`src/rtl/formula_evaluator.sv`:
```
// formula_evaluator: clause-by-clause CNF evaluation, one literal per
// cycle, reporting SAT/CONFLICT/UNRESOLVED and the first unit clause.
package formula_pkg;
    localparam int number_literal = 8;
    localparam int number_clauses = 4;
    localparam int width_litarray = $clog2(number_literal);
    localparam int width_clausearray = $clog2(number_clauses);

    typedef logic [width_litarray:0] lidx_t;
    typedef logic [width_clausearray:0] cidx_t;

    localparam lidx_t LIT_MAX = lidx_t'(number_literal);
    localparam cidx_t CLAUSE_MAX = cidx_t'(number_clauses);

    localparam logic [1:0] ST_UNRES = 2'b00;
    localparam logic [1:0] ST_SAT = 2'b01;
    localparam logic [1:0] ST_CONFLICT = 2'b10;

    typedef struct packed {
        logic  val;
        lidx_t num;
    } literal_t;

    typedef struct packed {
        lidx_t                          len;
        literal_t [number_literal-1:0] lits;
    } clause_t;

    typedef struct packed {
        cidx_t                         len;
        clause_t [number_clauses-1:0] clauses;
    } formula;

    // Over-long lengths are clamped to the storage the struct provides.
    function automatic lidx_t clause_len(input clause_t c);
        return (c.len > LIT_MAX) ? LIT_MAX : c.len;
    endfunction

    function automatic cidx_t clause_count(input formula f);
        return (f.len > CLAUSE_MAX) ? CLAUSE_MAX : f.len;
    endfunction
endpackage

module formula_evaluator
    import formula_pkg::*;
#(
    parameter bit STOP_ON_CONFLICT = 1'b1
) (
    input  logic                      clock,
    input  logic                      reset,
    input  formula                    formula_in,
    input  logic [number_literal-1:0] assign_val,
    input  logic [number_literal-1:0] assign_def,
    formula_evaluator_if.slave        eval
);
    typedef enum logic [1:0] {IDLE, SCAN, CLOSE, DONE} state_t;

    state_t                    state;
    formula                    f;
    logic [number_literal-1:0] val_q;
    logic [number_literal-1:0] def_q;
    cidx_t                     ci;
    lidx_t                     li;

    logic                      tflag;
    logic [1:0]                ucnt;
    literal_t                  ulast;
    logic                      conf_seen;
    logic                      all_sat;
    logic                      unit_seen;
    cidx_t                     conf_idx;
    literal_t                  unit_lit;

    logic                      busy_q;
    logic                      done_q;
    logic [1:0]                status_q;
    cidx_t                     conflict_q;
    logic                      unit_found_q;
    lidx_t                     unit_num_q;
    logic                      unit_val_q;

    clause_t                   cur_c;
    clause_t                   next_c;
    literal_t                  lit;
    lidx_t                     cur_len;
    lidx_t                     next_len;
    lidx_t                     nm1;
    cidx_t                     nci;
    cidx_t                     last_c;
    logic                      lit_ok;
    logic                      lit_true;
    logic                      lit_un;
    logic                      sat;
    logic                      conflict;
    logic                      unit;

    assign cur_c = f.clauses[ci[width_clausearray-1:0]];
    assign nci = ci + cidx_t'(1);
    assign next_c = f.clauses[nci[width_clausearray-1:0]];
    assign cur_len = clause_len(cur_c);
    assign next_len = clause_len(next_c);
    assign last_c = clause_count(f) - cidx_t'(1);

    // Literal numbers are 1-based; 0 and out-of-range numbers never count.
    assign lit = cur_c.lits[li[width_litarray-1:0]];
    assign lit_ok = (lit.num != '0) && (lit.num <= LIT_MAX);
    assign nm1 = lit.num - lidx_t'(1);
    assign lit_true = lit_ok && def_q[nm1[width_litarray-1:0]]
                      && (val_q[nm1[width_litarray-1:0]] == lit.val);
    assign lit_un = lit_ok && !def_q[nm1[width_litarray-1:0]];

    assign sat = tflag || (cur_len == '0);
    assign conflict = !sat && (ucnt == 2'd0);
    assign unit = !sat && (ucnt == 2'd1);

    always_ff @(posedge clock) begin
        if (reset) begin
            state        <= IDLE;
            f            <= '0;
            val_q        <= '0;
            def_q        <= '0;
            ci           <= '0;
            li           <= '0;
            tflag        <= 1'b0;
            ucnt         <= 2'd0;
            ulast        <= '0;
            conf_seen    <= 1'b0;
            all_sat      <= 1'b0;
            unit_seen    <= 1'b0;
            conf_idx     <= '0;
            unit_lit     <= '0;
            busy_q       <= 1'b0;
            done_q       <= 1'b0;
            status_q     <= ST_UNRES;
            conflict_q   <= '0;
            unit_found_q <= 1'b0;
            unit_num_q   <= '0;
            unit_val_q   <= 1'b0;
        end else begin
            unique case (state)
                IDLE: begin
                    done_q <= 1'b0;
                    // The done cycle itself is still closing out: no restart.
                    if (eval.start && !done_q) begin
                        f            <= formula_in;
                        val_q        <= assign_val;
                        def_q        <= assign_def;
                        ci           <= '0;
                        li           <= '0;
                        tflag        <= 1'b0;
                        ucnt         <= 2'd0;
                        ulast        <= '0;
                        conf_seen    <= 1'b0;
                        all_sat      <= 1'b1;
                        unit_seen    <= 1'b0;
                        conf_idx     <= '0;
                        unit_lit     <= '0;
                        busy_q       <= 1'b1;
                        status_q     <= ST_UNRES;
                        conflict_q   <= '0;
                        unit_found_q <= 1'b0;
                        unit_num_q   <= '0;
                        unit_val_q   <= 1'b0;
                        if (formula_in.len == '0)
                            state <= DONE;
                        else if (clause_len(formula_in.clauses[0]) == '0)
                            state <= CLOSE;
                        else
                            state <= SCAN;
                    end
                end
                SCAN: begin
                    if (lit_true)
                        tflag <= 1'b1;
                    if (lit_un) begin
                        if (ucnt != 2'd2)
                            ucnt <= ucnt + 2'd1;
                        ulast <= lit;
                    end
                    if (li == cur_len - lidx_t'(1))
                        state <= CLOSE;
                    else
                        li <= li + lidx_t'(1);
                end
                CLOSE: begin
                    if (!sat)
                        all_sat <= 1'b0;
                    if (conflict && !conf_seen) begin
                        conf_seen <= 1'b1;
                        conf_idx  <= ci;
                    end
                    if (unit && !unit_seen) begin
                        unit_seen <= 1'b1;
                        unit_lit  <= ulast;
                    end
                    tflag <= 1'b0;
                    ucnt  <= 2'd0;
                    li    <= '0;
                    if ((conflict && STOP_ON_CONFLICT) || ci == last_c) begin
                        state <= DONE;
                    end else begin
                        ci    <= nci;
                        state <= (next_len == '0) ? CLOSE : SCAN;
                    end
                end
                DONE: begin
                    done_q       <= 1'b1;
                    busy_q       <= 1'b0;
                    conflict_q   <= conf_idx;
                    unit_found_q <= unit_seen;
                    unit_num_q   <= unit_lit.num;
                    unit_val_q   <= unit_lit.val;
                    if (conf_seen)
                        status_q <= ST_CONFLICT;
                    else if (all_sat)
                        status_q <= ST_SAT;
                    else
                        status_q <= ST_UNRES;
                    state <= IDLE;
                end
                default: state <= IDLE;
            endcase
        end
    end

    assign eval.busy         = busy_q;
    assign eval.done         = done_q;
    assign eval.status       = status_q;
    assign eval.conflict_idx = conflict_q;
    assign eval.unit_found   = unit_found_q;
    assign eval.unit_num     = unit_num_q;
    assign eval.unit_val     = unit_val_q;
endmodule

```
`src/rtl/formula_evaluator_if.sv`:
```
// formula_evaluator_if: start/done handshake and result bundle
// between the DPLL search controller and the formula evaluator.
interface formula_evaluator_if #(
    parameter int clause_bits = 2,
    parameter int lit_bits = 3
);
    logic                 start;
    logic                 busy;
    logic                 done;
    logic [1:0]           status;
    logic [clause_bits:0] conflict_idx;
    logic                 unit_found;
    logic [lit_bits:0]    unit_num;
    logic                 unit_val;

    modport master (
        output start,
        input  busy, done, status, conflict_idx,
        input  unit_found, unit_num, unit_val
    );

    modport slave (
        input  start,
        output busy, done, status, conflict_idx,
        output unit_found, unit_num, unit_val
    );
endinterface

```
`src/flat_wrapper.sv`:
```
// flat-port wrapper written by rule: the top's interface ports become plain ports
module formula_evaluator_flat import formula_pkg::*;
#(
    parameter bit STOP_ON_CONFLICT = 1'b1
)
  (clock, reset, formula_in, assign_val, assign_def, eval_start, eval_busy, eval_done, eval_status, eval_conflict_idx, eval_unit_found, eval_unit_num, eval_unit_val);
  formula_evaluator_if #(.clause_bits(width_clausearray), .lit_bits(width_litarray)) eval_i ();
  input  logic clock;
  input  logic reset;
  input  formula formula_in;
  input  logic [number_literal-1:0] assign_val;
  input  logic [number_literal-1:0] assign_def;
  input wire logic [$bits(eval_i.start)-1:0] eval_start;
  output wire logic [$bits(eval_i.busy)-1:0] eval_busy;
  output wire logic [$bits(eval_i.done)-1:0] eval_done;
  output wire logic [$bits(eval_i.status)-1:0] eval_status;
  output wire logic [$bits(eval_i.conflict_idx)-1:0] eval_conflict_idx;
  output wire logic [$bits(eval_i.unit_found)-1:0] eval_unit_found;
  output wire logic [$bits(eval_i.unit_num)-1:0] eval_unit_num;
  output wire logic [$bits(eval_i.unit_val)-1:0] eval_unit_val;
  assign eval_i.start = eval_start;
  assign eval_busy = eval_i.busy;
  assign eval_done = eval_i.done;
  assign eval_status = eval_i.status;
  assign eval_conflict_idx = eval_i.conflict_idx;
  assign eval_unit_found = eval_i.unit_found;
  assign eval_unit_num = eval_i.unit_num;
  assign eval_unit_val = eval_i.unit_val;
  formula_evaluator #(.STOP_ON_CONFLICT(STOP_ON_CONFLICT)) u_core (.clock(clock), .reset(reset), .formula_in(formula_in), .assign_val(assign_val), .assign_def(assign_def), .eval(eval_i));
endmodule
```
`config.mk`:
```
export PLATFORM = sky130hd
export DESIGN_NAME = formula_evaluator_flat
export DESIGN_NICKNAME = d
export VERILOG_FILES = /design/src/rtl/formula_evaluator.sv /design/src/rtl/formula_evaluator_if.sv /design/src/flat_wrapper.sv
export SDC_FILE = /design/constraint.sdc
export NUM_CORES = 1
export LEC_CHECK = 0
export ABC_AREA = 1
export ABC_CLOCK_PERIOD_IN_PS = 4700
export CAP_MARGIN = 20
export CELL_PAD_IN_SITES_DETAIL_PLACEMENT = 1
export CELL_PAD_IN_SITES_GLOBAL_PLACEMENT = 2
export CORE_UTILIZATION = 31
export DETAILED_ROUTE_END_ITERATION = 10
export GPL_TIMING_DRIVEN = 1
export MAX_ROUTING_LAYER = met4
export PLACE_DENSITY = 0.9
export SYNTH_ARGS = -nofsm -noshare
export SYNTH_HDL_FRONTEND = slang
export SYNTH_SLANG_ARGS = --single-unit
```
`constraint.sdc`:
```
create_clock -name clock -period 4.7 [get_ports clock]
set_input_delay 0.94 -clock clock [delete_from_list [all_inputs] [get_ports clock]]
set_output_delay 0.94 -clock clock [all_outputs]
set_load 0.005 [all_outputs]
```
==> impl_metrics.py <==
metrics = {
    "status": {
        "status": "completed",
    },
    "clock_network": {
        "clock_path_buffers": 3,
        "clock_sinks": 236,
        "clk_pin_slew_ns": 0.06,
        "htreeDepth": 1,
        "cts_tree": "yes",
        "postCtsHoldBufs": 0,
        "numCtsBuffers": 26,
        "clock_latency_ns": 0.53,
        "post_cts_resized": 0,
        "cts_setup_buffers": 0,
        "cts-root-buf": "clkbuf_16",
    },
    "sta": {
        "drv_slew": 0,
        "finalSetupTns_ns": 0,
        "finalCritPeriodShare": 0.7473,
        "fin_skew_ns": 0.009827,
        "max_freq_mhz": 284.7,
        "rsz0062_at_grt": "no",
        "fin_crit_ns": 3.513,
        "relSlewSlack": 0.3336,
        "worst_slew_pin_slew_ns": 0.9997,
        "setup_viol": 0,
        "finalHoldViolations": 0,
    },
    "setup_path": {
        "cp-start-kind": "flip-flop",
        "cp_max_fo": 70,
        "worstPathArrival_ns": 3.96,
        "required_ns": 5.15,
        "endpoint_kind": "flip-flop",
        "path_class": "flip-flop to flip-flop",
    },
    "cells_and_area": {
        "area_growth_syn_to_layout_pct": 29.43,
        "drive_gt1_frac": 0.05719,
        "layout.nets": 1854,
        "diodes": 0,
        "n_fill_cell": 4169,
        "final_common_cell": "nand2_1",
        "final_cells": 2109,
        "final_cell_mix": "370 x nand2_1, 278 x a21oi_1, 234 x dfxtp_1",
    },
    "logic_synthesis": {
        "synth_top_family_by_area": "compound AO/OA/AOI/OAI gates",
        "yosys.area_share.simple": 0.2114,
        "yosysUniqueCellTypes": 45,
        "yosysTopAreaCellShare": 0.4400,
        "yosysWarningCount": 0,
        "avgSynthCellArea_um2": 7.172,
        "yosys-mux-area-fraction": 0,
        "ys_seq_elements": 236,
        "synthXorXnorAreaFrac": 0.01072,
        "synth_fp_nets": 1709,
        "async_flop_share": 0,
        "netlist_area_um2": 10740,
        "synth_edf_count": 0,
        "synth-main-ff-cell": "dfxtp_1",
        "ys_seq_area_frac": 0.4400,
        "synth.area.top_cells": "dfxtp_1 44%, a21oi_1 13%, nand2_1 13%",
        "synth_fa_ha_area_frac": 0.01632,
        "synth_cells": 1497,
        "synth_area_leader_cell": "dfxtp_1",
        "synth_compound_area_frac": 0.2290,
    },
    "power": {
        "clkPwrFrac": 0.240,
        "fin_total_pwr_mw": 8.788,
        "p_leak_nw": 5.139,
        "seq_power_share": 0.319,
        "p_int_mw": 5.119,
        "p_switching_mw": 3.670,
        "p_comb_frac": 0.441,
        "cellPowerDensity_nw_per_um2": 632.4,
        "switching_share": 0.4176,
        "peakVddDrop_v": 0.0003819,
    },
    "global_route": {
        "grt_pass1_wl_um": 58770,
        "grt_antenna_before_repair": 0,
        "grt_max_degree": 220,
        "grt_pass1_vias": 10754,
        "grtUsageTotal": 0.2163,
        "overflow": 0,
    },
    "route": {
        "ant_nets": 0,
        "vias": 10529,
        "vias_per_cell": 4.992,
        "drt-total-wl_um": 37530,
        "dr.pass1.iters": 5,
        "wl_per_cell_um": 17.80,
        "drc": 0,
        "dr.first_iter.drc_count": 663,
    },
    "floorplan": {
        "dieWidth_um": 188.1,
        "ios": 211,
        "die_y_um": 188.1,
        "start_util": 0.3178,
        "die_area_um2": 35380,
        "core_area_um2": 33780,
        "rows": 67,
    },
    "run": {
        "cap_viol_max_count": 0,
    },
    "placed_design": {
        "dp_cells": 2061,
        "gp_congestion": 0.8875,
        "port_buffers": 210,
        "dp_hpwl_um": 26860,
    },
    "worst_hold_path": {
        "hp-class": "flip-flop to flip-flop",
    },
}
critical path: stages, from the launching register on:
cell	delay, ns
dfxtp_4	0.76
inv_4	0.43
o21ai_0	0.28
nand3_1	0.09
nand3_1	0.09
nand3_1	0.08
o21ai_1	0.44
ha_1	0.38
inv_1	0.14
nand3_1	0.10
nand3_1	0.09
nand2_2	0.08
nand2_2	0.09
nand2_4	0.08
nand3_4	0.10
nand2_1	0.06
a21oi_1	0.12
layout make-up:
class	count	area, µm²	area share
timing repair buffer	221	2215	0.1594
inverter	126	476.7	0.03431
clock buffer	41	778.2	0.05601
multi-input combinational	1031	5031	0.3621
clock inverter	6	105.1	0.007564
tap	448	560.5	0.04034
sequential	236	4730	0.3404
layer usage:
layer,up-vias,share of wire,GRT usage
met5,-,0,-
met4,0,0.032,0.07098
met3,66,0.049,0.02508
met1,4975,0.45,0.2746
li1,5226,-,-
met2,262,0.47,0.3558
cell usage after synthesis, types with 2 or more instances:
library cell and number:
inv_1 117, o21ai_1 18, dfxtp_1 236, xor2_1 6, nand3_2 3, nor2_2 2
o31ai_1 2, nand2_2 12, nand2_1 370, nand3_1 94, a21oi_1 278, clkinv_1 3
buf_4 4, o211ai_1 9, o22ai_1 5, o21ai_0 146, inv_2 5, nor3_1 4
o211ai_2 2, nand2_4 3, nand3b_1 4, o21ai_2 2, buf_2 18, clkbuf_1 62
xnor2_1 4, nor2_1 30, buf_6 12, a21oi_2 4, buf_1 8, nand4_1 6
ha_1 14
stage by stage:
step           setup WS, ns  hold slack, ns    util  instance area (µm²)
2_1_floorplan         2.019          0.4245       -                10740
3_5_place_dp          1.197          0.4452  0.3844                12990
5_1_grt              0.7671          0.4728  0.4113                13900
3_3_place_gp          1.324          0.4404  0.3844                12990
4_1_cts               1.182          0.4543  0.4105                13870
6_report              1.187          0.4545  0.4113                13900
power by group through the flow:
stage	Clock, mW	Combinational [mW]	Sequential, mW
2_1_floorplan	0	2.96	2.69
3_3_place_gp	0	3.76	2.83
3_5_place_dp	0	3.87	2.84
4_1_cts	2.16	3.90	2.81
5_1_grt	2.25	4.34	2.86
6_report	2.11	3.87	2.80
worst paths after layout:
path | from | end | slack, ns | cells past startpoint
setup / recovery | u_core.ci[0] | u_core.ulast[4] | 1.19 | 16
hold / removal | u_core.f[60] | u_core.f[60] | 0.45 | 2
setup reg to reg | u_core.ci[0] | u_core.ulast[4] | 1.19 | 16
hold reg to reg | u_core.f[60] | u_core.f[60] | 0.45 | 2
cell families (layout without fill, tap and decap cells):
group | Yosys count | in the layout
buf+inv | 230 | 394
flops | 236 | 236
xor+xnor | 11 | 11
simple gates | 534 | 534
compound gates | 472 | 472
fa+ha+maj | 14 | 14
registers in the layout (all words and copies together), names as in the netlist, 3 cells and up:
| register | cells |
|---|---|
| u_core.val_q | 8 |
| u_core.conf_idx | 3 |
| u_core.eval.conflict_idx | 3 |
| u_core.f | 179 |
| u_core.ulast | 5 |
| u_core.def_q | 8 |
| u_core.unit_lit | 5 |
| u_core.eval.unit_num | 4 |
| u_core.li | 4 |
| u_core.ci | 3 |
Power figures use the tool's default switching activity.
